`config.mk`:
```
export PLATFORM = sky130hd
export DESIGN_NAME = aer_to_obi_bridge
export DESIGN_NICKNAME = d
export VERILOG_FILES = /design/src/rtl/aer_obi_pkg.sv /design/src/rtl/aer_evt_fifo.sv /design/src/rtl/aer_to_obi_bridge.sv
export SDC_FILE = /design/constraint.sdc
export NUM_CORES = 1
export LEC_CHECK = 0
export CAP_MARGIN = 10
export CELL_PAD_IN_SITES_DETAIL_PLACEMENT = 1
export CELL_PAD_IN_SITES_GLOBAL_PLACEMENT = 1
export CORE_MARGIN = 2
export CORE_UTILIZATION = 30
export CTS_CLUSTER_DIAMETER = 30
export DETAILED_ROUTE_END_ITERATION = 8
export GPL_ROUTABILITY_DRIVEN = 0
export PLACE_DENSITY = 0.55
export SYNTH_ARGS = -nofsm -noshare
export SYNTH_HDL_FRONTEND = slang
export SYNTH_HIERARCHICAL = 1
export SYNTH_SLANG_ARGS = --single-unit
```
`constraint.sdc`:
```
create_clock -name CLK -period 4.4 [get_ports CLK]
set_input_delay 1.1 -clock CLK [delete_from_list [all_inputs] [get_ports CLK]]
set_output_delay 1.1 -clock CLK [all_outputs]
set_load 0.02 [all_outputs]
```
`src/rtl/aer_obi_pkg.sv`:
```
// Shared types and constants for the AER-to-OBI event bridge.
// Holds the FSM state encodings and the OBI request/response structs.
package aer_obi_pkg;

  localparam int unsigned EVT_W  = 32;
  localparam logic [3:0]  BE_ALL = 4'hF;

  typedef enum logic {A_IDLE, A_ACK} aer_state_e;

  typedef enum logic [1:0] {O_IDLE, O_REQ, O_RSP} obi_state_e;

  typedef struct packed {
    logic        req;
    logic [31:0] addr;
    logic        we;
    logic [3:0]  be;
    logic [31:0] wdata;
  } req_t;

  typedef struct packed {
    logic        gnt;
    logic        rvalid;
    logic [31:0] rdata;
  } rsp_t;

endpackage

```
`src/rtl/aer_evt_fifo.sv`:
```
// Synchronous event FIFO; push and pop may occur in the same cycle.
// Pointers carry one extra wrap bit to distinguish full from empty.
module aer_evt_fifo #(
  parameter int unsigned WIDTH = 32,
  parameter int unsigned DEPTH = 4
) (
  input  logic             i_clk,
  input  logic             i_rst,
  input  logic             i_push,
  input  logic [WIDTH-1:0] i_data,
  input  logic             i_pop,
  output logic [WIDTH-1:0] o_data,
  output logic             o_full,
  output logic             o_empty
);

  localparam int unsigned AW = $clog2(DEPTH);

  logic [WIDTH-1:0] r_mem [DEPTH];
  logic [AW:0]      r_wptr;
  logic [AW:0]      r_rptr;
  logic             w_do_push;
  logic             w_do_pop;

  assign o_empty   = (r_wptr == r_rptr);
  assign o_full    = (r_wptr[AW] != r_rptr[AW]) && (r_wptr[AW-1:0] == r_rptr[AW-1:0]);
  assign w_do_push = i_push && !o_full;
  assign w_do_pop  = i_pop && !o_empty;
  assign o_data    = r_mem[r_rptr[AW-1:0]];

  always_ff @(posedge i_clk or posedge i_rst) begin
    if (i_rst) begin
      r_wptr <= '0;
      r_rptr <= '0;
    end else begin
      if (w_do_push) r_wptr <= r_wptr + (AW+1)'(1);
      if (w_do_pop)  r_rptr <= r_rptr + (AW+1)'(1);
    end
  end

  always_ff @(posedge i_clk) begin
    if (w_do_push) r_mem[r_wptr[AW-1:0]] <= i_data;
  end

endmodule

```
`src/rtl/aer_to_obi_bridge.sv`:
```
// AER output events -> FIFO -> one OBI word write each into a ring buffer.
// Define AER_OBI_TIMESTAMP_EN to tag event word bits [31:M] with a free-running cycle count.
module aer_to_obi_bridge
  import aer_obi_pkg::*;
#(
  parameter int unsigned M          = 8,
  parameter int unsigned FIFO_DEPTH = 4,
  parameter int unsigned BUF_WORDS  = 256
) (
  input  logic                         CLK,
  input  logic                         RST,
  input  logic                         enable_i,
  input  logic                         clear_i,
  input  logic [31:0]                  base_addr_i,
  input  logic [M-1:0]                 AEROUT_ADDR,
  input  logic                         AEROUT_REQ,
  output logic                         AEROUT_ACK,
  output req_t                         obi_master_req_o,
  input  rsp_t                         obi_master_resp_i,
  output logic [$clog2(BUF_WORDS)-1:0] wr_ptr_o,
  output logic [31:0]                  evt_cnt_o,
  output logic                         wrap_o,
  output logic                         busy_o
);

  localparam int unsigned PW = $clog2(BUF_WORDS);

  logic [1:0]       r_sync;
  logic             w_req_s;
  aer_state_e       r_aer_st;
  logic             r_ack;
  obi_state_e       r_obi_st;
  req_t             r_req;
  logic [PW-1:0]    r_wr_ptr;
  logic [31:0]      r_evt_cnt;
  logic             r_wrap;
  logic             w_full;
  logic             w_empty;
  logic             w_push;
  logic             w_pop;
  logic             w_busy;
  logic             w_clear;
  logic [EVT_W-1:0] w_evt;
  logic [EVT_W-1:0] w_head;
  logic             w_unused_rdata;

  assign w_unused_rdata = ^obi_master_resp_i.rdata;

`ifdef AER_OBI_TIMESTAMP_EN
  localparam int unsigned TW = EVT_W - M;
  logic [TW-1:0] r_ts;

  always_ff @(posedge CLK or posedge RST) begin
    if (RST) r_ts <= '0;
    else     r_ts <= r_ts + TW'(1);
  end

  assign w_evt = {r_ts, AEROUT_ADDR};
`else
  assign w_evt = {{(EVT_W-M){1'b0}}, AEROUT_ADDR};
`endif

  always_ff @(posedge CLK or posedge RST) begin
    if (RST) r_sync <= '0;
    else     r_sync <= {r_sync[0], AEROUT_REQ};
  end
  assign w_req_s = r_sync[1];

  assign w_push  = (r_aer_st == A_IDLE) && w_req_s && enable_i && !w_full;
  assign w_pop   = (r_obi_st == O_REQ) && obi_master_resp_i.gnt;
  assign w_busy  = !w_empty || (r_aer_st != A_IDLE) || (r_obi_st != O_IDLE);
  assign w_clear = clear_i && !w_busy;

  aer_evt_fifo #(
    .WIDTH (EVT_W),
    .DEPTH (FIFO_DEPTH)
  ) u_fifo (
    .i_clk   (CLK),
    .i_rst   (RST),
    .i_push  (w_push),
    .i_data  (w_evt),
    .i_pop   (w_pop),
    .o_data  (w_head),
    .o_full  (w_full),
    .o_empty (w_empty)
  );

  // Full FIFO or disabled simply withholds ACK, stalling the sender.
  always_ff @(posedge CLK or posedge RST) begin
    if (RST) begin
      r_aer_st <= A_IDLE;
      r_ack    <= 1'b0;
    end else begin
      unique case (r_aer_st)
        A_IDLE: if (w_push) begin
          r_ack    <= 1'b1;
          r_aer_st <= A_ACK;
        end
        A_ACK: if (!w_req_s) begin
          r_ack    <= 1'b0;
          r_aer_st <= A_IDLE;
        end
        default: r_aer_st <= A_IDLE;
      endcase
    end
  end

  always_ff @(posedge CLK or posedge RST) begin
    if (RST) begin
      r_obi_st  <= O_IDLE;
      r_req     <= '0;
      r_wr_ptr  <= '0;
      r_evt_cnt <= '0;
      r_wrap    <= 1'b0;
    end else begin
      r_wrap <= 1'b0;
      unique case (r_obi_st)
        O_IDLE: if (!w_empty) begin
          r_req.req   <= 1'b1;
          r_req.we    <= 1'b1;
          r_req.be    <= BE_ALL;
          r_req.addr  <= base_addr_i + {{(32-PW-2){1'b0}}, r_wr_ptr, 2'b00};
          r_req.wdata <= w_head;
          r_obi_st    <= O_REQ;
        end
        O_REQ: if (obi_master_resp_i.gnt) begin
          r_req    <= '0;
          r_obi_st <= O_RSP;
        end
        O_RSP: if (obi_master_resp_i.rvalid) begin
          r_obi_st <= O_IDLE;
          r_wr_ptr <= r_wr_ptr + PW'(1);
          r_wrap   <= (r_wr_ptr == PW'(BUF_WORDS - 1));
          if (r_evt_cnt != 32'hFFFF_FFFF) r_evt_cnt <= r_evt_cnt + 32'd1;
        end
        default: r_obi_st <= O_IDLE;
      endcase
      // Clear wins over a coincident commit.
      if (w_clear) begin
        r_wr_ptr  <= '0;
        r_evt_cnt <= '0;
        r_wrap    <= 1'b0;
      end
    end
  end

  assign AEROUT_ACK       = r_ack;
  assign obi_master_req_o = r_req;
  assign wr_ptr_o         = r_wr_ptr;
  assign evt_cnt_o        = r_evt_cnt;
  assign wrap_o           = r_wrap;
  assign busy_o           = w_busy;

endmodule
```
==> flow_summary.ini <==
[status]
status = complete, no violations

[clock_tree]
clock_path_buffers = 3
clkTransAtPathRegs_ns = 0.05
cts_resized = 0
clk-insertion-delay-late_ns = 0.57
cts_tree = done
ctsHtreeMaxLevel = 3
ctsHoldBuffers = 0
cts_setup_buffers = 0
cts_root_buf = clkbuf_16
cts.sinks = 246
cts_buffers = 70

[power_and_ir_drop]
total_power_uw = 11700
p_per_area_nw_per_um2 = 749
p_leak_uw = 0.00624
vdd_drop_max_mv = 0.463

[timing]
final-hold-violation-count = 0
setup_violations = 0
timing.final.crit_share_pct = 89.0
clock_skew_ns = 0.0237
fin_crit_ns = 3.91
rsz0062_at_grt = false
fmax_mhz = 255
drv_slew = 0
maxSlewHeadroom_pct = 48.1
tightest_slew_ns = 0.778
fin_tns_setup_ns = 0

[finish]
fin_nets = 1153
multi_input_comb_area_um2 = 3900
regArea_um2 = 6800
finalNonFillerCells = 1568
areaGrowthSynthToFinish_pct = 48.5
drive_gt1_share_pct = 17.5
final_util_pct = 45.3
diodes = 0
nFillCells = 3546

[detailed_routing]
viasPerCell = 4.58
post_drt_wl_per_cell_um = 18.0
ant_nets = 0
route.detailed.drc = 0
firstDrtPassIters = 4
totalWireLength_um = 28200
vias = 7187
first_iter_violations = 214

[yosys]
ys_seq_area_share_pct = 64.4
post_synth_num_cell_types = 59
yosysTopAreaCellShare_pct = 36.4
synth-seq-cells = 246
ys.flop_type = edfxtp_1
synth_cells = 748
ys_top_cells_by_area = edfxtp_1 (36%), dfrtp_1 (28%), mux4_2 (6.8%)
synth_top_area_cell = edfxtp_1
syn_avg_cell_area_um2 = 14.1
synth_edf_count = 128
netlist_area_um2 = 10500
async_flop_share_pct = 48.0
yosysWarnings = 6

[place]
portBuffers = 159
post-dp-hpwl_um = 17400
dp_cells = 1441

[worst_setup_path]
crit_arrival_ns = 2.81
worstSetupEndpointType = output pin
start_kind = register
path_class = reg2out
timing.rr.start = u_fifo/r_rptr[0]
r2r_setup_slack_ns = 1.23
crit_path_start = u_fifo/r_wptr[0]
required_ns = 3.30
rr_worst_depth = 8
crit_fanout = 6

[grt]
track_usage_pct = 15.9
grt_overflow_total = 0
antenna_found_initial = 0
grt_pass1_wl_um = 43900
grt_max_degree = 54
grt_pass1_vias = 7775

[die]
coreArea_um2 = 34500
initial_core_util_pct = 30.5
die-area_um2 = 36700
core.rowCount = 68
ios = 192
dieWidth_um = 192
die_h_um = 192

[min_path]
hold_class = reg2reg
min_delay_path_depth = 0
hp-start = r_sync[0]

[run]
cap_violations = 0
==> layer usage <==
metal	track usage [%]	wire length [um]	share of wire [%]	up-vias
met5	0	0	0	-
met4	6.51	695	2.5	0
met3	4.96	1720	6.1	56
met2	26.1	13600	48	177
met1	19.4	12200	43	3599
li1	-	-	-	3355
==> state kept, by name, indices dropped and copies added, names as in the netlist <==
name and flops:
wrap_o 1, u_fifo/r_wptr 3, obi_master_req_o 65, r_sync 2, u_fifo/r_rptr 3, wr_ptr_o 8
r_obi_st 2, r_aer_st 1, u_fifo/r_mem 128, AEROUT_ACK 1, evt_cnt_o 32
==> cell usage in the layout (no fill, tap or decap), types with 9 or more instances in the layout <==
| cell | Yosys | final |
|---|---|---|
| or3_1 | 9 | 9 |
| nand3_1 | 28 | 28 |
| and3_1 | 17 | 14 |
| dfrtp_1 | 118 | 116 |
| clkdlybuf4s50_1 | 0 | 159 |
| xnor2_1 | 21 | 21 |
| a21oi_1 | 18 | 18 |
| nand2_1 | 63 | 63 |
| bufinv_16 | 0 | 12 |
| nand4_1 | 17 | 17 |
| clkbuf_16 | 0 | 72 |
| a22o_1 | 36 | 36 |
| o21ai_0 | 39 | 39 |
| ha_1 | 15 | 15 |
| conb_1 | 1 | 96 |
| xor2_1 | 39 | 39 |
| nor2_1 | 41 | 40 |
| and4_1 | 9 | 9 |
| buf_4 | 6 | 13 |
| edfxtp_1 | 128 | 128 |
| mux4_2 | 32 | 32 |
| inv_1 | 15 | 14 |
| clkbuf_8 | 0 | 13 |
==> worst max-delay path, stage by stage, from the launching register on <==
cell and delay (ns):
dfrtp_1 0.48, xor2_2 0.23, nor3_1 0.38, nor2b_1 0.22, nor3b_1 0.33, inv_1 0.07, clkdlybuf4s50_1 0.54
==> kinds of logic after synthesis <==
kind of cell | share of synthesized area [%]
DFF | 64.4
xor gates and xnor gates | 5.44
buffers and inverters | 2.24
adders and majority gates | 1.97
AOI/OAI and AO/OA | 8.10
muxes | 7.02
and+or+nand+nor | 10.8
other | 0.0355
==> cell type report <==
type,count,share of cell area (%)
Inverter,15,0.375
Multi-Input combinational cell,549,24.9
Clock inverter,34,3.58
Tap cell,455,3.63
Clock buffer,93,12.8
Timing Repair Buffer,176,11.3
Sequential cell,246,43.4
==> synthesized netlist by cell type (2+ instances only) <==
| library cell | number |
|---|---|
| dfrtp_1 | 118 |
| a211oi_2 | 2 |
| nor3_1 | 9 |
| clkbuf_1 | 19 |
| inv_1 | 15 |
| nand2_1 | 63 |
| xor2_1 | 39 |
| mux4_2 | 32 |
| and3_1 | 17 |
| a31oi_1 | 4 |
| o211ai_1 | 2 |
| a21oi_1 | 18 |
| mux2i_1 | 2 |
| o21ai_0 | 39 |
| edfxtp_1 | 128 |
| or3_1 | 9 |
| nor4_1 | 3 |
| nor2_2 | 2 |
| a31oi_2 | 2 |
| and2_1 | 3 |
| ha_1 | 15 |
| o31ai_1 | 4 |
| and4_1 | 9 |
| buf_4 | 6 |
| xnor2_1 | 21 |
| a22o_1 | 36 |
| buf_2 | 3 |
| nand3_1 | 28 |
| xor2_2 | 2 |
| a21o_1 | 4 |
| nor2_1 | 41 |
| buf_6 | 4 |
| nand2b_1 | 6 |
| nor2b_1 | 2 |
| nand4_1 | 17 |
==> path summary, 6_finish.rpt <==
path                                        to
setup / recovery                        busy_o
hold / removal                       r_sync[1]
setup reg to reg           u_fifo/r_mem[1][30]
hold reg to reg                      r_sync[1]
max in group asynchronous        evt_cnt_o[29]
min in group asynchronous     u_fifo/r_wptr[1]
==> power by group <==
| part | switching [uW] | internal [uW] | total, uW |
|---|---|---|---|
| Sequential | 314 | 2920 | 3240 |
| Combinational | 1720 | 1370 | 3090 |
| Clock | 1510 | 3900 | 5420 |
| Total | 3540 | 8190 | 11700 |
==> through the flow <==
stage	hold WS (ns)	area, um^2	setup slack, ns
detailed placement	0.346	13100	0.715
global placement	0.341	13100	0.679
finish	0.358	15700	0.486
global route	0.366	15700	0.243
CTS	0.362	15700	0.367
floorplan	0.331	10900	0.341
(Power assumes the default switching activity.)
